**config.mk**
```make
export PLATFORM = sky130hd
export DESIGN_NAME = rca_seq_ctrl
export DESIGN_NICKNAME = d
export VERILOG_FILES = /design/src/rtl/rca_seq_ctrl.sv
export SDC_FILE = /design/constraint.sdc
export NUM_CORES = 1
export LEC_CHECK = 0
export ABC_AREA = 1
export CORE_ASPECT_RATIO = 0.9
export CORE_MARGIN = 4
export CORE_UTILIZATION = 30
export DETAILED_ROUTE_END_ITERATION = 16
export HOLD_SLACK_MARGIN = 0.12
export SLEW_MARGIN = 25
export SYNTH_ARGS = -nofsm -noshare
export SYNTH_HDL_FRONTEND = slang
export SYNTH_SLANG_ARGS = --single-unit
```
**constraint.sdc**
```tcl
create_clock -name clk -period 5.3 [get_ports clk]
set_clock_uncertainty 0.15 [all_clocks]
set_input_delay 0.53 -clock clk [delete_from_list [all_inputs] [get_ports clk]]
set_output_delay 0.53 -clock clk [all_outputs]
set_load 0.03 [all_outputs]
```
**src/rtl/rca_seq_ctrl.sv**
```systemverilog
// rca_seq_ctrl: sequential W = N*K bit adder built around one N-bit ripple-carry slice.
// The slice processes one chunk per RUN cycle, starting with the least significant chunk.
// Operands are latched when in_valid && in_ready.
// The result is held in DONE until out_ready is seen.
//
// Ports:
//   clk, rst_n            clock and asynchronous active-low reset
//   in_valid / in_ready   operand handshake; in_ready is high only in IDLE
//   a, b, cin             W-bit operands and carry-in
//   out_valid / out_ready result handshake; out_valid is high only in DONE
//   sum, cout             registered W-bit sum and carry-out
//   cycles                number of RUN cycles spent on the current result
//
// Build option:
//   RCA_SEQ_EARLY_EXIT_EN  RUN ends early once the remaining operand chunks and the
//                          carry are all zero.
module rca_seq_ctrl #(
    parameter int N = 8,
    parameter int K = 4
) (
    input  logic                     clk,
    input  logic                     rst_n,
    input  logic                     in_valid,
    output logic                     in_ready,
    input  logic [N*K-1:0]           a,
    input  logic [N*K-1:0]           b,
    input  logic                     cin,
    output logic                     out_valid,
    input  logic                     out_ready,
    output logic [N*K-1:0]           sum,
    output logic                     cout,
    output logic [$clog2(K+1)-1:0]   cycles
);

    localparam int W  = N * K;
    localparam int CW = $clog2(K + 1);
    localparam int IW = (K > 1) ? $clog2(K) : 1;

    typedef enum logic [1:0] {IDLE, RUN, DONE} state_t;

    state_t          state_q, state_d;
    logic [W-1:0]    a_q, a_d, b_q, b_d, sum_q, sum_d;
    logic            carry_q, carry_d, cout_q, cout_d;
    logic [IW-1:0]   idx_q, idx_d;
    logic [CW-1:0]   cycles_q, cycles_d;

    logic            accept;
    logic            last_chunk;
    logic            zero_exit;
    logic [N-1:0]    a_chunk, b_chunk, slice_sum;
    logic [N:0]      rc;

    assign accept     = in_valid && in_ready;
    assign last_chunk = (idx_q == IW'(K - 1));

    // The single time-shared N-bit ripple-carry slice.
    always_comb begin
        a_chunk   = a_q[idx_q*N +: N];
        b_chunk   = b_q[idx_q*N +: N];
        slice_sum = '0;
        rc        = '0;
        rc[0]     = carry_q;
        for (int unsigned i = 0; i < N; i++) begin
            slice_sum[i] = a_chunk[i] ^ b_chunk[i] ^ rc[i];
            rc[i+1]      = (a_chunk[i] & b_chunk[i]) | (rc[i] & (a_chunk[i] ^ b_chunk[i]));
        end
    end

`ifdef RCA_SEQ_EARLY_EXIT_EN
    // Remaining chunks idx..K-1 of both operands and the carry are all zero.
    // The rest of sum is therefore already correct, because it was cleared on accept.
    always_comb begin
        zero_exit = (((a_q | b_q) >> (idx_q * N)) == '0) && !carry_q;
    end
`else
    always_comb begin
        zero_exit = 1'b0;
    end
`endif

    // State register
    always_ff @(posedge clk or negedge rst_n) begin
        if (!rst_n) state_q <= IDLE;
        else        state_q <= state_d;
    end

    // Next-state logic
    always_comb begin
        state_d = state_q;
        case (state_q)
            IDLE:    if (accept) state_d = RUN;
            RUN:     if (zero_exit || last_chunk) state_d = DONE;
            DONE:    if (out_ready) state_d = IDLE;
            default: state_d = IDLE;
        endcase
    end

    // Datapath next-state logic
    always_comb begin
        a_d      = a_q;
        b_d      = b_q;
        sum_d    = sum_q;
        carry_d  = carry_q;
        cout_d   = cout_q;
        idx_d    = idx_q;
        cycles_d = cycles_q;
        if (accept) begin
            a_d      = a;
            b_d      = b;
            carry_d  = cin;
            idx_d    = '0;
            sum_d    = '0;
            cout_d   = 1'b0;
            cycles_d = '0;
        end else if (state_q == RUN) begin
            cycles_d = cycles_q + 1'b1;
            if (!zero_exit) begin
                sum_d[idx_q*N +: N] = slice_sum;
                carry_d             = rc[N];
                if (last_chunk) cout_d = rc[N];
                // idx stays at K-1 so that the slice select stays in range.
                else            idx_d  = idx_q + 1'b1;
            end
        end
    end

    always_ff @(posedge clk or negedge rst_n) begin
        if (!rst_n) begin
            a_q      <= '0;
            b_q      <= '0;
            sum_q    <= '0;
            carry_q  <= 1'b0;
            cout_q   <= 1'b0;
            idx_q    <= '0;
            cycles_q <= '0;
        end else begin
            a_q      <= a_d;
            b_q      <= b_d;
            sum_q    <= sum_d;
            carry_q  <= carry_d;
            cout_q   <= cout_d;
            idx_q    <= idx_d;
            cycles_q <= cycles_d;
        end
    end

    // Output logic.
    // Gating in_ready with rst_n keeps it low for the whole time reset is asserted.
    always_comb begin
        in_ready  = rst_n && (state_q == IDLE);
        out_valid = (state_q == DONE);
        sum       = sum_q;
        cout      = cout_q;
        cycles    = cycles_q;
    end

endmodule
```
==> summary.md <==
| Metric | Value |
|---|---|
| Status | completed |
| Cell mode on critical path | fa_1 |
| Total congestion overflow | 0 |
| CP top delay family | adder cells |
| Synth Area per Inst | 7.50 um^2 |
| Initial antenna violation count | 0 |
| CP max-delay cell | dfrtp_1 |
| Setup tns final | 0 ps |
| Fillers | 1796 |
| Crit-path max cell delay | 530 ps |
| Footprint of the multi-input gates | 2240 um^2 |
| Num Clock Sinks | 105 |
| Area leader, netlist | dfrtp_1 |
| Vias | 4469 |
| Maxcap violations | 0 |
| Achievable Freq | 202 MHz |
| Worst Setup Start Kind | flip-flop |
| Dpl hpwl | 10.3 mm |
| I/O pin total | 107 |
| Starting Density | 30.7% |
| CTS tree | yes |
| Post-Syn Instances | 694 |
| Count leader, synth | nand2_1 |
| Mapped Area | 5210 um^2 |
| All-Layer GR Usage | 14.5% |
| Async S/R FF share, synth | 100% |
| Largest net degree at the start of global routing | 104 |
| Clk root buf | clkbuf_16 |
| Residual DRC | 0 |
| Critical path cell sequence | clkinv_1 -> nand2_1 -> nand3_1 -> nand2_1 -> fa_1 -> fa_1 -> fa_1 -> fa_1 -> fa_1 -> inv_1 -> fa_1 -> inv_1 -> fa_1 -> inv_1 -> fa_1 -> inv_1 -> nor2_1 -> nand2_1 -> nand2_1 -> nand2_1 -> nor2_1 |
| Worst hold path class | flip-flop to flip-flop |
| # rows | 45 |
| Final worst-path cycle share | 93.4% |
| Critical path class | flip-flop to flip-flop |
| Placer Congestion | 0.827 |
| Die ar. | 19500 um^2 |
| RSZ-0062 raised after global routing | false |
| # setup viols final | 0 |
| Post-CTS setup buffers | 0 |
| Fin worst setup slack | 350 ps |
| WP buf/inv | 5 |
| DRT antenna net count | 0 |
| CP Max Fanout | 13 |
| Max Root-Sink Buffers | 2 |
| CP Capture Type | flip-flop |
| Dominant synthesized flop cell | dfrtp_1 |
| #FFs+latches synth | 105 |
| Seq/Total Area, Yosys | 50.5% |
| Share of cells above drive strength 1 | 4.04% |
| Core Area | 16900 um^2 |
| Total wire length | 13.9 mm |
| Area Overhead vs Synth | 29.8% |
| Static leakage | 0.00347 uW |
| Dpl ws | 265 ps |
| Most frequent cells after synthesis | nand2_1, dfrtp_1, nor2_1, nand3_1, inv_1 |
| First-pass GRT wire length | 22.7 mm |
| Net Count, Synth | 778 |
| Pwr/cell area | 643 nW/um^2 |
| Maximum vdd ir drop | 0.273 mV |
| Clock buffer count from CTS | 9 |
| Number of flops mapped to enable cells by yosys | 0 |
| Relative slew slack | 44.0% |
| Drt first-iter violations | 317 |
| Chip Width | 147 um |
| Worst slew pin tran | 840 ps |
| WL/cell | 13.6 um |
| Max Slew Vio Count | 0 |
| Clock Latency Late Sink | 360 ps |
| Ranking of synthesized cells by area | dfrtp_1, nand2_1, nand3_1 |
| # diodes | 0 |
| Reg clk slew, reported paths | 70 ps |
| Final net count | 871 |
| Port bufs | 106 |
| Post-synth top area share | 50.5% |
| 1st-pass router iterations | 5 |
| Tmin final | 4950 ps |
| Vias in the first global route | 4334 |
| DR vias/cell | 4.35 |
| Final hold viol count | 0 |
| Worst path required time | 5400 ps |
| FF/Latch Area | 2630 um^2 |
| Die height | 133 um |
| CP arrival | 5050 ps |
| Synth warn | 0 |
| Cell variety after synth | 21 |
| H-tree depth | 3 |
[kinds of logic (layout without fill, tap and decap cells)]
kind of cell	count (synthesis)	count (layout)	share of synthesized area [%]
fa+ha+maj	15	15	4.76
simple gates	476	476	36.1
buf+inv	81	179	6.73
flops	105	105	50.5
xor+xnor	2	2	0.337
compound gates	15	15	1.59
[metal layers]
| layer | GRT usage, % | up-vias | wire length (um) |
|---|---|---|---|
| li1 | - | 2291 | - |
| met1 | 21.1 | 2028 | 6850 |
| met2 | 21.4 | 137 | 6030 |
| met3 | 4.21 | 13 | 919 |
| met4 | 2.98 | 0 | 114 |
| met5 | 0 | - | 0 |
[final timing paths]
kind	startpoint	end	slack, ps	depth (start not counted)
worst max-delay path	idx_q[0]$_DFFE_PN0P_	sum[23]$_DFFE_PN0P_	350	21
worst min-delay path	b_q[10]$_DFFE_PN0P_	b_q[10]$_DFFE_PN0P_	330	2
worst max register to register	idx_q[0]$_DFFE_PN0P_	sum[23]$_DFFE_PN0P_	350	21
worst min register to register	b_q[10]$_DFFE_PN0P_	b_q[10]$_DFFE_PN0P_	330	2
max in group asynchronous	rst_n	idx_q[1]$_DFFE_PN0P_	3170	3
min in group asynchronous	rst_n	sum[20]$_DFFE_PN0P_	610	2
[layout make-up]
| type | count | area share, % |
|---|---|---|
| Sequential cell | 105 | 38.9 |
| Multi-Input combinational cell | 508 | 33.1 |
| Timing Repair Buffer | 115 | 16.8 |
| Tap cell | 235 | 4.35 |
| Clock buffer | 12 | 3.79 |
| Inverter | 48 | 2.68 |
| Clock inverter | 4 | 0.389 |
[timing repair]
action | 4_1_cts | 5_1_grt
hold endpoints to repair | 51 | 0
setup endpoints to repair | 0 | 3
gates resized for setup | 0 | 1
hold buffers | 1 | 0
[sequential cells by signal (all words and copies together), names as in the netlist]
register,count
a_q,32
b_q,32
sum,32
cycles,3
idx_q,2
state_q,2
carry_q,1
cout,1
[worst min-delay path, cell delays in order (launching register included)]
cell	delay [ps]
dfrtp_1	350
nand2_1	50
nand2_1	50
[power by group]
part           switching [uW]  internal, uW
sequential                260          1140
clock                     297           345
combinational            1450           851
total                    2010          2340
[layout by cell type, fill, tap and decap left out, types with 2 or more instances in the layout]
cell / count
nand2_1: 348
clkdlybuf4s50_1: 105
dfrtp_1: 104
nor2_1: 65
nand3_1: 58
inv_1: 45
o21ai_0: 9
clkbuf_16: 9
fa_1: 8
buf_4: 8
ha_1: 7
o22ai_1: 4
clkinv_2: 3
nor2_4: 2
nand2_2: 2
xor2_1: 2
clkbuf_8: 2
[stage by stage]
stage | power, uW | hold slack (ps) | cell area (um^2) | util (%) | cells
final | 4350 | 335 | 6760 | 39.9 | 1027
after global routing | 4740 | 353 | 6760 | 39.9 | 1027
after CTS | 4380 | 341 | 6750 | 39.9 | 1027
after detailed placement | 3730 | 323 | 6460 | 38.1 | 1010
after global placement | 3700 | 313 | 6460 | 38.1 | 1010
after floorplan | 2920 | 84.4 | 5210 | - | 694
No activity file was read; power rests on OpenSTA's default activity.
